<file path="config.mk">
export PLATFORM = sky130hd
export DESIGN_NAME = fifo_word_packer
export DESIGN_NICKNAME = d
export VERILOG_FILES = /design/src/rtl/fifo_pkg.sv /design/src/rtl/idle_timer.sv /design/src/rtl/fifo_word_packer.sv
export SDC_FILE = /design/constraint.sdc
export NUM_CORES = 1
export LEC_CHECK = 0
export ABC_AREA = 0
export CAP_MARGIN = 30
export CORE_UTILIZATION = 51
export DETAILED_ROUTE_END_ITERATION = 16
export PLACE_DENSITY_LB_ADDON = 0.1
export SETUP_SLACK_MARGIN = 0.1
export SLEW_MARGIN = 5
export SYNTH_ARGS = -nofsm -noshare
export SYNTH_HDL_FRONTEND = slang
export SYNTH_HIERARCHICAL = 1
export SYNTH_SLANG_ARGS = --single-unit
</file>
<file path="constraint.sdc">
create_clock -name clk -period 2.9 [get_ports clk]
set_clock_uncertainty 0.2 [all_clocks]
set_input_delay 0.29 -clock clk [delete_from_list [all_inputs] [get_ports clk]]
set_output_delay 0.29 -clock clk [all_outputs]
set_load 0.005 [all_outputs]
</file>
<file path="src/rtl/fifo_pkg.sv">
// Shared types and constants for the byte fifo and its read-side consumers.
// Latency: n/a (declarations only).
// Backpressure: n/a.
package fifo_pkg;

    // Width of one fifo entry; the packer and the fifo must agree on it.
    localparam int FIFO_DATA_W = 8;

    // Packer state: collecting bytes, or holding a finished word for downstream.
    typedef enum logic {
        FILL = 1'b0,
        SEND = 1'b1
    } pack_state_t;

endpackage

</file>
<file path="src/rtl/idle_timer.sv">
// Saturating idle counter; tc flags the last idle cycle before the timeout fires.
// Latency: tc is combinational from the registered count (fires on the IDLE_TO-th idle cycle).
// Backpressure: none; clr has priority over en.
//
// Ports:
//   clk, rst  single clock, synchronous active-high reset
//   clr       zero the count this edge
//   en        count one idle cycle (saturates at IDLE_TO)
//   tc        count == IDLE_TO-1; constant 0 when IDLE_TO == 0 (timeout disabled)
module idle_timer #(
    parameter int IDLE_TO = 16
) (
    input  logic clk,
    input  logic rst,
    input  logic clr,
    input  logic en,
    output logic tc
);

    // A zero-width counter is not legal, so a disabled timer keeps one idle bit.
    localparam int CNT_W = (IDLE_TO > 0) ? $clog2(IDLE_TO + 1) : 1;
    localparam logic [CNT_W-1:0] SAT_VAL  = CNT_W'(IDLE_TO);
    localparam logic [CNT_W-1:0] TERM_VAL = (IDLE_TO > 0) ? CNT_W'(IDLE_TO - 1) : '0;
    localparam logic             TIMER_ON = (IDLE_TO > 0);

    logic [CNT_W-1:0] cnt_q, cnt_d;

    always_comb begin
        cnt_d = cnt_q;
        if (clr) begin
            cnt_d = '0;
        end else if (en && (cnt_q != SAT_VAL)) begin
            // Saturate rather than wrap so a long stall can never look fresh.
            cnt_d = cnt_q + CNT_W'(1);
        end
    end

    always_ff @(posedge clk) begin
        if (rst) begin
            cnt_q <= '0;
        end else begin
            cnt_q <= cnt_d;
        end
    end

    assign tc = TIMER_ON && (cnt_q == TERM_VAL);

endmodule

</file>
<file path="src/rtl/fifo_word_packer.sv">
// Pops bytes from the fall-through byte fifo and packs BYTES of them into one output word.
// Latency: word valid the cycle after its last byte pops (or after flush / idle timeout).
// Backpressure: a held word stalls pops until m_ready; pop and accept overlap, no bubble.
//
// Ports:
//   clk, rst     single clock, synchronous active-high reset
//   fifo_empty   fifo empty flag
//   fifo_rdata   fifo fall-through data, valid while !fifo_empty
//   fifo_read    pop strobe (combinational)
//   flush        one-cycle request to emit the current partial word
//   m_data       packed word, first popped byte in lane 0 (bits DATA_W-1:0)
//   m_keep       per-lane valid mask
//   m_valid      word valid
//   m_ready      downstream accept
module fifo_word_packer
    import fifo_pkg::*;
#(
    parameter int DATA_W  = FIFO_DATA_W,
    parameter int BYTES   = 4,
    parameter int IDLE_TO = 16
) (
    input  logic                    clk,
    input  logic                    rst,
    input  logic                    fifo_empty,
    input  logic [DATA_W-1:0]       fifo_rdata,
    output logic                    fifo_read,
    input  logic                    flush,
    output logic [BYTES*DATA_W-1:0] m_data,
    output logic [BYTES-1:0]        m_keep,
    output logic                    m_valid,
    input  logic                    m_ready
);

    localparam int               CNT_W     = $clog2(BYTES + 1);
    localparam logic [CNT_W-1:0] LAST_LANE = CNT_W'(BYTES - 1);

    pack_state_t             state_q, state_d;
    logic [CNT_W-1:0]        byte_cnt_q, byte_cnt_d;
    logic [BYTES*DATA_W-1:0] data_q, data_d;
    logic [BYTES-1:0]        keep_q, keep_d;

    logic pop;
    logic have_bytes;
    logic idle_clr;
    logic idle_en;
    logic idle_tc;

    assign have_bytes = (byte_cnt_q != '0);

    // In SEND the pop is only allowed on the cycle the held word is accepted,
    // so the lane-0 byte of the next word is taken without a dead cycle.
    assign pop = !rst && !fifo_empty &&
                 ((state_q == FILL) || ((state_q == SEND) && m_ready));

    // Idle cycles only matter while a partial word is waiting in FILL.
    assign idle_en  = (state_q == FILL) && have_bytes && !pop;
    assign idle_clr = !idle_en;

    idle_timer #(
        .IDLE_TO (IDLE_TO)
    ) u_idle_timer (
        .clk (clk),
        .rst (rst),
        .clr (idle_clr),
        .en  (idle_en),
        .tc  (idle_tc)
    );

    always_comb begin
        state_d    = state_q;
        byte_cnt_d = byte_cnt_q;
        data_d     = data_q;
        keep_d     = keep_q;

        case (state_q)
            FILL: begin
                if (pop) begin
                    // Loop-compare instead of a variable index keeps the lane
                    // select exactly as wide as the lane count.
                    for (int i = 0; i < BYTES; i++) begin
                        if (byte_cnt_q == CNT_W'(i)) begin
                            data_d[i*DATA_W +: DATA_W] = fifo_rdata;
                            keep_d[i]                  = 1'b1;
                        end
                    end
                    byte_cnt_d = byte_cnt_q + CNT_W'(1);
                end

                if (pop && (byte_cnt_q == LAST_LANE)) begin
                    state_d    = SEND;
                    byte_cnt_d = '0;
                end else if (have_bytes && (flush || (idle_tc && !pop))) begin
                    // Partial word; a byte popped alongside the flush is already
                    // folded into data_d/keep_d above.
                    state_d    = SEND;
                    byte_cnt_d = '0;
                end
            end

            SEND: begin
                if (m_ready) begin
                    state_d    = FILL;
                    data_d     = '0;
                    keep_d     = '0;
                    byte_cnt_d = '0;
                    if (pop) begin
                        data_d[DATA_W-1:0] = fifo_rdata;
                        keep_d[0]          = 1'b1;
                        byte_cnt_d         = CNT_W'(1);
                    end
                end
            end

            default: begin
                state_d = FILL;
            end
        endcase
    end

    always_ff @(posedge clk) begin
        if (rst) begin
            state_q    <= FILL;
            byte_cnt_q <= '0;
            data_q     <= '0;
            keep_q     <= '0;
        end else begin
            state_q    <= state_d;
            byte_cnt_q <= byte_cnt_d;
            data_q     <= data_d;
            keep_q     <= keep_d;
        end
    end

    assign fifo_read = pop;
    assign m_valid   = (state_q == SEND);
    assign m_data    = data_q;
    assign m_keep    = keep_q;

endmodule

</file>
Yosys cells after proc, flatten, opt, wreduce, memory -nomap -nowiden
Index checks and enable logic that the tools add are counted.

Output and inout port bits: 38. Bits in registers: 45.

Mux-type cells: 26. Bitwise gates (word level): 2. Add/sub/neg operators: 2. Equal/unequal tests: 12. Reductions and logical operators: 22.

Operators by type and width (count): $mux 32 (2); $pmux 32 s2 (1); $mux 8 (5); $mux 3 (4); $reduce_and 3->1 (4); $logic_and 1x1->1 (9); $mux 1 (9); $mux 4 (2); $ne 2x1->1 const B (4); $pmux 4 s2 (1); $eq 3x2->1 const B (2); $pmux 3 s2 (1); $add 5x1->5 const B (1); $eq 5x4->1 const B (1); $ne 5x5->1 const B (1); $ne 2x2->1 const B (2); $ne 4x2->1 const B (1); $add 3x1->3 const B (1); $eq 3x1->1 const B (1); $logic_not 1->1 (3); $logic_not 3->1 (1); $reduce_bool 3->1 (1); $logic_or 1x1->1 (2); $not 1->1 (2); 3 further kinds (3).

Depth between registers and ports, before layout
Depth in word-level cells: 10. Gate-level depth with buffers: 10. Mapped depth without buffers: 9.

Cells and area by module
Netlist, hierarchy kept.

By module, submodules not included: fifo_word_packer (cells each 172, times used 1, seq. area each 800.8 um2, area an instance 1575.3 um2); idle_timer (cells each 32, times used 1, seq. area each 100.1 um2, area an instance 305.3 um2).

Worst setup path before layout
Ideal clock, no wire load.

Path type: reg-to-reg. From: register byte_cnt_q[0]. To: register u_idle_timer.cnt_q[3]. Setup slack: 1.066 ns. Arrival: 1.516 ns. Required time: 2.582 ns. Cell stages (with the launch flop): 11. Cell sequence: dfxtp_1 -> inv_1 -> ha_1 -> nor2b_1 -> nor2_1 -> nand2_1 -> inv_1 -> buf_4 -> nand4_1 -> xor2_1 -> nor3_2.

Longest elaborated chain between the ends: 5. Elaborated cells on any way between the ends: 6. Those cells by class: bitwise (1); reduce/logical (5).

RTL lines: from (decl) (line fifo_word_packer.sv:38) `logic [CNT_W-1:0] byte_cnt_q, byte_cnt_d;`; from (signal assigned) (line fifo_word_packer.sv:128) `byte_cnt_q <= byte_cnt_d;`; $reduce_bool 3->1 (*) (line fifo_word_packer.sv:48) `assign have_bytes = (byte_cnt_q != '0);`; $logic_and 1x1->1 (*) (2 in a row) (line fifo_word_packer.sv:56) `assign idle_en = (state_q == FILL) && have_bytes && !pop;`; via idle_en (line fifo_word_packer.sv:45) `logic idle_en;`; $not 1->1 (no source line); $reduce_or 2->1 (no source line); to (signal assigned) (line idle_timer.sv:42) `cnt_q <= cnt_d;`; to (decl) (line idle_timer.sv:26) `logic [CNT_W-1:0] cnt_q, cnt_d;`.

The timed path passes the listed nets; every way through them passes the cells marked *. A chain may end at the register's enable or synchronous reset.

Worst setup path in the final report
From: input rst. To: output fifo_read.

Longest elaborated chain between the ends: 3.

RTL lines: from (decl) (line fifo_word_packer.sv:23) `input logic rst,`; $logic_not 1->1 (line fifo_word_packer.sv:52) `assign pop = !rst && !fifo_empty &&`; $logic_and 1x1->1 (2 in a row) (line fifo_word_packer.sv:52); to (decl) (line fifo_word_packer.sv:26) `output logic fifo_read,`.

Every way passes these cells.

==> impl_metrics.csv <==
group,metric,value,unit
run_status,status,"finished clean",
synthesis,avgSynthCellArea,9.22,um^2
clocking,clk_latency,0.29,ns
synthesis,synth_ff_type,"dfxtp_1",
global_routing,grt_overflow,0,
global_routing,grt_pass1_vias,1614,
synthesis,ys_ff_latch,45,
detailed_routing,drt_wl_total,4650,um
clocking,cts_made_buffers,5,
power,ir_drop,0.363,mV
timing,hold_viol,0,
cells_and_area,nets,275,
power,power_density,537,nW/um^2
timing,max_freq,442,MHz
clocking,cts_tree,"yes",
power,leakagePower,0.906,nW
clocking,ctsResizeCount,0,
cells_and_area,final_common_cell,"clkdlybuf4s50_1",
worst_hold_path,hold_class,"reg2reg",
detailed_routing,drt_iter0_drc,149,
cells_and_area,n_fill_cell,269,
floorplanning,core.rowCount,21,
cells_and_area,antennaDiodeCount,0,
timing,drv_slew,0,
detailed_routing,drt_first_pass_iters,4,
timing,tightest_slew,0.902,ns
cells_and_area,layout_common_cells,"clkdlybuf4s50_1, dfxtp_1, nor2_1",
detailed_routing,detail-route-antenna-nets,0,
synthesis,yosysUniqueCellTypes,39,
clocking,htreeDepth,2,
timing,slew_headroom,39.6,%
setup_path,crit_fanout,5,
synthesis,synth_enable_flop_cells,0,
global_routing,grt_usage,25.8,%
detailed_routing,post-route-drc-count,0,
global_routing,grt_max_degree,42,
synthesis,synth_top_area_share,47.9,%
clocking,post_cts_buffers,0,
detailed_routing,via_per_inst,5.55,
floorplanning,die_w,62.7,um
run,drv_cap,0,
timing,fin_crit_sh,78.0,%
floorplanning,num_io_pins,51,
synthesis,syn_nets,225,
setup_path,required,2.41,ns
detailed_routing,wire_per_inst,15.5,um
timing,fin_tns_setup,0,ns
clocking,cts_sinks,45,
setup_path,crit_type,"in2out",
setup_path,worst_ep_arrival_time,1.77,ns
clocking,cts_root_buf,"clkbuf_8",
clocking,holdBufCountCts,0,
synthesis,yosysWarnings,6,
place,placedInstanceArea,2410,um^2
synthesis,synthCells,204,
global_routing,grt_pass1_wl,7910,um
place,globalplace.congestion,0.857,
setup_path,crit_path_start_kind,"input port",
floorplanning,die_h,62.7,um
clocking,cts_buffer_depth,2,
synthesis,synthTopCellsByArea,"dfxtp_1, a22oi_1, nor2_1",
global_routing,antenna_found_initial,0,
floorplanning,initial_core_util,54.6,%
cells_and_area,drive_gt1_share,7.45,%
place,port_buffers,50,
timing,setup_viol,0,
cells_and_area,utilization,73.4,%
timing,finalCriticalPeriod,2.26,ns
synthesis,synth.largest_area_cell,"dfxtp_1",
cells_and_area,area_delta_synth_final,34.3,%
synthesis,ys_async_sr_fraction,0,%
detailed_routing,vias,1672,
synthesis,syn_area,1880,um^2
floorplanning,core,3440,um^2
synthesis,yosysSeqAreaShare,47.9,%
timing,rsz0062_at_grt,"no",
place,dp_hpwl,3270,um
clocking,clk_pin_slew,0.08,ns
cells_and_area,final_cell_area,2530,um^2
floorplanning,die_area,3930,um^2
setup_path,end_kind,"output pin",
## metrics by stage
stage / hold WS (ns) / total power (W) / setup slack, ns / cells
finish: 0.270 / 0.00136 / 0.639 / 301
global route: 0.309 / 0.00142 / 0.576 / 301
CTS: 0.270 / 0.00136 / 0.642 / 301
detailed placement: 0.259 / 0.000905 / 0.590 / 293
global placement: 0.251 / 0.000902 / 0.680 / 293
floorplan: 0.161 / 0.000805 / 1.07 / 204
## report_power, final
group / leakage (nW) / total (W) / internal (W) / switching, W
registers: 0.364 / 0.000663 / 0.000643 / 0.0000208
logic: 0.486 / 0.000230 / 0.000104 / 0.000126
clock network: 0.0554 / 0.000462 / 0.000259 / 0.000203
## cell type report
| cell class | instances | area (um^2) | share of cell area, % |
|---|---|---|---|
| sequential | 45 | 901 | 35.7 |
| clock inverter | 2 | 38.8 | 1.54 |
| clock buffer | 6 | 72.6 | 2.87 |
| multi-input combinational | 140 | 903 | 35.8 |
| inverter | 10 | 37.5 | 1.49 |
| timing repair buffer | 52 | 515 | 20.4 |
| tap | 46 | 57.6 | 2.28 |
## cell usage after synthesis, types with 2 or more instances
library cell and n:
nor2_1 31, a22oi_1 24, nand2_1 15, a31oi_1 2, nor3_2 2, clkbuf_1 7
a21boi_1 2, dfxtp_1 45, and3_1 4, nand3_1 11, nor2b_1 2, ha_1 8
o21ai_0 3, a32oi_1 2, inv_1 10, a21oi_1 13
## final timing paths
check	slack, ns	end	start	depth (start not counted)
setup / recovery	0.64	fifo_read	rst	4
hold / removal	0.27	m_data[18]	m_data[18]	2
setup reg to reg	0.78	m_data[1]	byte_cnt_q[0]	6
hold reg to reg	0.27	m_data[18]	m_data[18]	2
## layer usage
layer  global-route usage (%)  routed length, um
met4                     9.59                 88
met5                        0                  0
met1                     33.8               2040
met3                     5.11                341
met2                     41.8               2180
## cells by family after synthesis
logic type / count (synthesis) / share of synthesized area, %
and+or+nand+nor: 77 / 21.8
xor gates and xnor gates: 1 / 0.466
AOI/OAI and AO/OA: 54 / 20.5
adders and majority gates: 8 / 5.32
DFF: 45 / 47.9
buffers and inverters: 19 / 4.06
## sequential cells by signal (all words and copies together) (netlist names)
signal              cells
m_valid                 1
u_idle_timer/cnt_q      5
byte_cnt_q              3
m_data                 32
m_keep                  4
## worst max-delay path, cell delays in order
cell and delay (ns):
clkdlybuf4s50_1 0.50, or2_4 0.33, nor2_8 0.14, clkdlybuf4s50_1 0.51
Power figures use the tool's default switching activity.
